--- src/rtl/uart_rx_fifo.sv ---
// uart_rx_fifo
//   UART receiver with configurable frame format (data width, optional
//   parity, one or two stop bits) that buffers each received frame,
//   with its parity and framing error flags, in a first-word
//   fall-through FIFO.
//
// Ports
//   i_Clock       sole clock
//   i_Reset       synchronous, active-high reset
//   i_Rx_Serial   asynchronous serial line, idle high
//   i_Rx_Next     pop strobe; the head entry is removed when o_Rx_DV=1
//   i_Clear_Err   clears the sticky overrun flag
//   o_Rx_DV       FIFO non-empty; head entry valid
//   o_Rx_Byte     head entry data
//   o_Parity_Err  head entry parity mismatch
//   o_Frame_Err   head entry saw a 0 in a stop-bit sample
//   o_Overrun     sticky; a frame was dropped because the FIFO was full
//   o_Count       current FIFO occupancy
module uart_rx_fifo #(
  parameter int CLKS_PER_BIT = 217,
  parameter int DATA_BITS    = 8,
  parameter int PARITY_EN    = 0,
  parameter int PARITY_ODD   = 0,
  parameter int STOP_BITS    = 1,
  parameter int FIFO_DEPTH   = 16,
  parameter int ADDR_W       = 4
) (
  input  logic                 i_Clock,
  input  logic                 i_Reset,
  input  logic                 i_Rx_Serial,
  input  logic                 i_Rx_Next,
  input  logic                 i_Clear_Err,
  output logic                 o_Rx_DV,
  output logic [DATA_BITS-1:0] o_Rx_Byte,
  output logic                 o_Parity_Err,
  output logic                 o_Frame_Err,
  output logic                 o_Overrun,
  output logic [ADDR_W:0]      o_Count
);

  localparam int CNT_W = $clog2(CLKS_PER_BIT);
  localparam int ENT_W = DATA_BITS + 2;

  localparam logic [CNT_W-1:0]  CNT_LAST = CNT_W'(CLKS_PER_BIT - 1);
  localparam logic [CNT_W-1:0]  CNT_HALF = CNT_W'((CLKS_PER_BIT - 1) / 2);
  localparam logic [CNT_W-1:0]  CNT_ONE  = CNT_W'(1);
  localparam logic [2:0]        IDX_LAST = 3'(DATA_BITS - 1);
  localparam logic [2:0]        IDX_ONE  = 3'(1);
  localparam logic              STOP_LAST = 1'(STOP_BITS - 1);
  localparam logic              ODD_SEL  = 1'(PARITY_ODD);
  localparam logic [ADDR_W-1:0] PTR_ONE  = ADDR_W'(1);
  localparam logic [ADDR_W:0]   OCC_ONE  = (ADDR_W + 1)'(1);
  localparam logic [ADDR_W:0]   OCC_FULL = (ADDR_W + 1)'(FIFO_DEPTH);

  typedef enum logic [2:0] {
    S_IDLE,
    S_START,
    S_DATA,
    S_PARITY,
    S_STOP,
    S_WAIT_HIGH
  } state_t;

  // Receiver state
  logic                 rx_meta, rx_s;
  state_t               state, state_nx;
  logic [CNT_W-1:0]     clk_cnt, clk_cnt_nx;
  logic [2:0]           bit_idx, bit_idx_nx;
  logic                 stop_idx, stop_idx_nx;
  logic [DATA_BITS-1:0] shreg, shreg_nx;
  logic                 par_err, par_err_nx;
  logic                 frm_err, frm_err_nx;
  logic                 push;
  logic                 push_ferr;

  // FIFO state
  logic [ENT_W-1:0]     mem [FIFO_DEPTH];
  logic [ADDR_W-1:0]    wr_ptr, rd_ptr;
  logic [ADDR_W:0]      count;
  logic                 overrun;
  logic                 empty, full, do_pop, do_push;
  logic [ENT_W-1:0]     head;

  always_ff @(posedge i_Clock) begin
    if (i_Reset) begin
      rx_meta  <= 1'b1;
      rx_s     <= 1'b1;
      state    <= S_IDLE;
      clk_cnt  <= '0;
      bit_idx  <= '0;
      stop_idx <= 1'b0;
      shreg    <= '0;
      par_err  <= 1'b0;
      frm_err  <= 1'b0;
    end else begin
      rx_meta  <= i_Rx_Serial;
      rx_s     <= rx_meta;
      state    <= state_nx;
      clk_cnt  <= clk_cnt_nx;
      bit_idx  <= bit_idx_nx;
      stop_idx <= stop_idx_nx;
      shreg    <= shreg_nx;
      par_err  <= par_err_nx;
      frm_err  <= frm_err_nx;
    end
  end

  always_comb begin
    state_nx    = state;
    clk_cnt_nx  = clk_cnt;
    bit_idx_nx  = bit_idx;
    stop_idx_nx = stop_idx;
    shreg_nx    = shreg;
    par_err_nx  = par_err;
    frm_err_nx  = frm_err;
    push        = 1'b0;
    push_ferr   = frm_err;

    case (state)
      S_IDLE: begin
        clk_cnt_nx  = '0;
        bit_idx_nx  = '0;
        stop_idx_nx = 1'b0;
        if (!rx_s) state_nx = S_START;
      end

      S_START: begin
        if (clk_cnt == CNT_HALF) begin
          clk_cnt_nx = '0;
          if (!rx_s) begin
            state_nx   = S_DATA;
            par_err_nx = 1'b0;
            frm_err_nx = 1'b0;
          end else begin
            state_nx = S_IDLE;
          end
        end else begin
          clk_cnt_nx = clk_cnt + CNT_ONE;
        end
      end

      S_DATA: begin
        if (clk_cnt == CNT_LAST) begin
          clk_cnt_nx = '0;
          // Shift in from the top: after DATA_BITS samples the first
          // (least significant) bit has reached bit 0.
          shreg_nx = {rx_s, shreg[DATA_BITS-1:1]};
          if (bit_idx == IDX_LAST) begin
            bit_idx_nx = '0;
            state_nx   = (PARITY_EN != 0) ? S_PARITY : S_STOP;
          end else begin
            bit_idx_nx = bit_idx + IDX_ONE;
          end
        end else begin
          clk_cnt_nx = clk_cnt + CNT_ONE;
        end
      end

      S_PARITY: begin
        if (clk_cnt == CNT_LAST) begin
          clk_cnt_nx = '0;
          par_err_nx = ((^shreg) ^ rx_s) != ODD_SEL;
          state_nx   = S_STOP;
        end else begin
          clk_cnt_nx = clk_cnt + CNT_ONE;
        end
      end

      S_STOP: begin
        if (clk_cnt == CNT_LAST) begin
          clk_cnt_nx = '0;
          if (!rx_s) frm_err_nx = 1'b1;
          if (stop_idx == STOP_LAST) begin
            // The final sample is folded into the pushed flag directly
            // since frm_err only updates on this same edge.
            push        = 1'b1;
            push_ferr   = frm_err | ~rx_s;
            stop_idx_nx = 1'b0;
            state_nx    = rx_s ? S_IDLE : S_WAIT_HIGH;
          end else begin
            stop_idx_nx = ~stop_idx;
          end
        end else begin
          clk_cnt_nx = clk_cnt + CNT_ONE;
        end
      end

      S_WAIT_HIGH: begin
        if (rx_s) state_nx = S_IDLE;
      end

      default: state_nx = S_IDLE;
    endcase
  end

  assign empty   = (count == '0);
  assign full    = (count == OCC_FULL);
  assign do_pop  = i_Rx_Next && !empty;
  assign do_push = push && (!full || do_pop);

  always_ff @(posedge i_Clock) begin
    if (i_Reset) begin
      wr_ptr  <= '0;
      rd_ptr  <= '0;
      count   <= '0;
      overrun <= 1'b0;
    end else begin
      if (do_push) wr_ptr <= wr_ptr + PTR_ONE;
      if (do_pop)  rd_ptr <= rd_ptr + PTR_ONE;
      case ({do_push, do_pop})
        2'b10:   count <= count + OCC_ONE;
        2'b01:   count <= count - OCC_ONE;
        default: count <= count;
      endcase
      if (push && full && !do_pop) overrun <= 1'b1;
      else if (i_Clear_Err)        overrun <= 1'b0;
    end
  end

  // When full with a simultaneous pop, wr_ptr == rd_ptr: the head is read
  // combinationally this cycle and the slot is overwritten on the edge.
  always_ff @(posedge i_Clock) begin
    if (!i_Reset && do_push) mem[wr_ptr] <= {shreg, par_err, push_ferr};
  end

  assign head         = mem[rd_ptr];
  assign o_Rx_DV      = !empty;
  assign o_Rx_Byte    = empty ? '0 : head[ENT_W-1:2];
  assign o_Parity_Err = empty ? 1'b0 : head[1];
  assign o_Frame_Err  = empty ? 1'b0 : head[0];
  assign o_Overrun    = overrun;
  assign o_Count      = count;

endmodule

--- config.mk ---
export PLATFORM = sky130hd
export DESIGN_NAME = uart_rx_fifo
export DESIGN_NICKNAME = d
export VERILOG_FILES = /design/src/rtl/uart_rx_fifo.sv
export SDC_FILE = /design/constraint.sdc
export NUM_CORES = 1
export LEC_CHECK = 0
export ABC_AREA = 1
export CORE_MARGIN = 2
export CORE_UTILIZATION = 50
export CTS_BUF_LIST = sky130_fd_sc_hd__clkbuf_2
export DETAILED_ROUTE_END_ITERATION = 8
export PLACE_DENSITY = 0.69
export RECOVER_POWER = 100
export SLEW_MARGIN = 30
export SYNTH_ARGS = -nofsm -noshare
export SYNTH_HDL_FRONTEND = slang
export SYNTH_SLANG_ARGS = --single-unit
export TNS_END_PERCENT = 5
--- constraint.sdc ---
create_clock -name i_Clock -period 2.3 [get_ports i_Clock]
set_clock_uncertainty 0.05 [all_clocks]
set_input_delay 0.69 -clock i_Clock [delete_from_list [all_inputs] [get_ports i_Clock]]
set_output_delay 0.69 -clock i_Clock [all_outputs]
set_load 0.01 [all_outputs]
==> summary.md <==
| Metric | Value |
|---|---|
| Status | complete, but fails checks |
| Failing checks | setup timing |
| Global-route wire length before repair | 34.5 mm |
| CTS root buf | clkbuf_2 |
| Vias | 6,710 |
| GR Overflow Total | 0 |
| Critical Path End | o_Rx_Byte[2] |
| CTS clk-pin slew, worst paths | 0.12 ns |
| Die Y | 135 um |
| Kind of cell adding the most delay to the critical path | compound AO/OA/AOI/OAI gates |
| Site Rows | 47 |
| Core region area | 16,700 sq um |
| Clock network power share | 0.231 |
| Syn Area/Cell | 11.1 sq um |
| Die area | 18,200 sq um |
| Post-route cell area | 10,500 sq um |
| Post-synth top area share | 0.560 |
| R2r endpoint | mem[14][1]$_DFFE_PP_ |
| I/O pin total | 22 |
| R2r startpoint | clk_cnt[0]$_SDFFE_PP0P_ |
| Sequential-to-total area share from yosys stat | 0.663 |
| Mapped Cells | 769 |
| Power Dens Cells | 992 nW/um^2 |
| Total CTS buffers | 51 |
| Buf+Inv Stages, Crit Path | 4 |
| Vias/cell | 5.74 |
| Yosys top cell by area | edfxtp_1 |
| Critical path peak fanout | 12 |
| Final WL | 22.6 mm |
| Ys Warns | 0 |
| GRT Total Usage | 0.249 |
| GP Congestion | 0.854 |
| Worst Path Arrival | 2.43 ns |
| Effective utilization at floorplan | 0.513 |
| P_leak | 3.95 nW |
| Post-synthesis async set-or-reset flop share | 0 |
| Final min period | 3.17 ns |
| Peak Freq | 315 MHz |
| Crit. path cell count | 8 |
| Pint | 0.00666 W |
| Reg2Reg Setup Slack | -0.31 ns |
| Post-Syn Area | 8570 sq um |
| DP Worst Slack | -0.482 ns |
| H-tree depth | 2 |
| Sw Ratio | 0.363 |
| Crit start category | register |
| Ys flop type | edfxtp_1 |
| Post-DP Area | 9530 sq um |
| CTS Hold Bufs | 0 |
| CTS Sinks | 204 |
| Synth unique cells | 38 |
| Antenna violations before repair | 1 |
| Worst Path Required | 1.56 ns |
| Fraction of layout cells with a size suffix above 1 | 0.281 |
| Worst Max-Slew Pin Slew | 0.926 ns |
| Largest net degree at the start of global routing | 26 |
| Crit end category | output port |
| Post-synth EDFFs | 160 |
| Fillers | 1,286 |
| MaxCap Viol Count | 0 |
| Worst reg2reg path depth | 11 |
| Relative slew slack | 0.383 |
| Synth top area cells | edfxtp_1 56%, dfxtp_1 10%, o21ai_0 5.6%, nor2_1 5.6%, o221ai_1 3.1% |
| WS Path Type | register to output port |
| Slowest CP cell | dfxtp_4 |
| CP Cell Sequence | buf_6 -> inv_12 -> buf_12 -> o21ai_0 -> o221ai_1 -> nand3_1 -> a21oi_1 -> buf_2 |
| Clk_lat worst skew | 0.83 ns |
| HPWL after DPL | 13.3 mm |
| TritonCTS clock tree | done |
| Pins Over Slew Limit | 0 |
| Unrepaired setup endpoints after global routing | true |
| Final WS setup | -0.872 ns |
| Net count after synthesis | 785 |
| 1st-iter DRT viols | 539 |
| Routed wire per std cell | 19.4 um |
| Combinational Power Share | 0.373 |
| Residual DRC count | 0 |
| Final #Nets | 921 |
| FF+latch count, synth | 204 |
| Sequential power share | 0.396 |
| Die W | 135 um |
| Antenna-violating nets left | 0 |
| CTS Buffer Depth | 3 |
| IO Port Bufs | 21 |
| Crit share post-route | 1.38 |
| Final setup violation count | 182 |
| Area grow syn2layout | 23.0% |
| Largest stage delay on the critical path | 0.39 ns |
| Hold Path Class | register to register |
| Sw power | 0.00380 W |
| Max IR drop VDD | 544 uV |
| Iteration count of the initial detailed-routing pass | 5 |
| Vias in the first global route | 6,716 |
| Endpoints failing hold | 0 |
==> power by group through the flow <==
stage          combinational [W]  sequential (W)  clock (W)
2_1_floorplan            0.00181         0.00421          0
3_3_place_gp             0.00301         0.00420          0
3_5_place_dp             0.00310         0.00421          0
4_1_cts                  0.00367         0.00414    0.00243
5_1_grt                  0.00417         0.00415    0.00264
6_report                 0.00390         0.00414    0.00241
==> cell families after synthesis <==
kind of cell | Yosys count | synth area share
fa+ha+maj | 11 | 0.0161
buf+inv | 88 | 0.0401
flops | 204 | 0.663
compound gates | 188 | 0.128
xor+xnor | 7 | 0.00715
simple gates | 271 | 0.145
==> state kept, by name (all words and copies together) (netlist names), named ones only <==
name / cells
bit_idx: 3
clk_cnt: 8
frm_err: 1
mem: 160
o_Count: 5
o_Overrun: 1
par_err: 1
rd_ptr: 4
rx_meta: 1
rx_s: 1
shreg: 8
state: 3
wr_ptr: 4
==> timing repair <==
action | in CTS | in global routing
setup buffers | 12 | 4
endpoints found under the setup margin | 25 | 137
hold endpoints to repair | 0 | 0
cloned | 8 | 1
pin swaps | 35 | 33
resized for setup | 121 | 67
==> synth_stat cells, types with 8 or more instances <==
cell      count
dfxtp_1      44
inv_1        43
a21oi_1      39
nor2_1      128
nand2_1      63
o221ai_1     30
edfxtp_1    160
nand3_1      44
clkbuf_1     27
buf_2         8
o22ai_1      11
o21ai_0      96
ha_1         11
==> per-stage QoR <==
step	setup TNS [ns]	instances	power, W	util	hold WS [ns]
global placement	-23.95	1050	0.00721	0.571	0.356
floorplan	0	769	0.00602	-	0.339
detailed placement	-31.65	1050	0.00731	0.571	0.362
finish	-42.35	1168	0.0105	0.631	0.376
CTS	-8.84	1164	0.0102	0.625	0.317
global route	-83.86	1168	0.0110	0.631	0.344
==> layer usage <==
metal	global-route usage	up-vias	share of wire
met5	0	-	0
met4	0.110	0	0.033
met3	0.0616	61	0.084
met2	0.418	339	0.49
met1	0.305	3240	0.39
li1	-	3070	-
==> how the worst min path moves through the flow <==
stage | to | depth (start not counted) | start | slack (ns)
finish | rx_s$_SDFF_PP1_ | 1 | rx_meta$_SDFF_PP1_ | 0.38
global route | rx_meta$_SDFF_PP1_ | 2 | i_Rx_Serial | 0.34
CTS | rx_meta$_SDFF_PP1_ | 2 | i_Rx_Serial | 0.32
detailed placement | rx_s$_SDFF_PP1_ | 1 | rx_meta$_SDFF_PP1_ | 0.36
global placement | rx_s$_SDFF_PP1_ | 1 | rx_meta$_SDFF_PP1_ | 0.36
floorplan | rx_s$_SDFF_PP1_ | 1 | rx_meta$_SDFF_PP1_ | 0.34
==> final cells by class <==
class / count / area [sq um] / area share
sequential: 204 / 5690 / 0.540
multi-input combinational: 477 / 2700 / 0.256
timing repair buffer: 118 / 1190 / 0.113
clock buffer: 79 / 395 / 0.0375
tap: 220 / 275 / 0.0261
inverter: 53 / 214 / 0.0203
clock inverter: 16 / 71.3 / 0.00676
antenna: 1 / 2.50 / 0.000237
==> layout by cell type (no fill, tap or decap), types with 4 or more instances in the layout <==
| master | instances |
|---|---|
| nand3_1 | 44 |
| clkbuf_1 | 11 |
| nor2_2 | 10 |
| buf_4 | 47 |
| dfxtp_1 | 39 |
| clkinv_1 | 14 |
| edfxtp_1 | 160 |
| nor2_1 | 121 |
| xor2_1 | 5 |
| nand2_2 | 7 |
| o221ai_2 | 9 |
| o22ai_1 | 7 |
| inv_2 | 6 |
| buf_12 | 12 |
| buf_6 | 15 |
| o22ai_2 | 4 |
| o21ai_1 | 24 |
| o221ai_1 | 21 |
| buf_16 | 5 |
| a21oi_2 | 6 |
| nand2_1 | 61 |
| a21oi_1 | 33 |
| clkbuf_2 | 84 |
| nor3_1 | 5 |
| o21ai_0 | 68 |
| nand3_2 | 5 |
| o21ai_2 | 10 |
| buf_2 | 11 |
| dfxtp_2 | 4 |
| inv_1 | 42 |
| ha_1 | 11 |
| nor2_4 | 5 |
No activity file was read; power rests on OpenSTA's default activity.
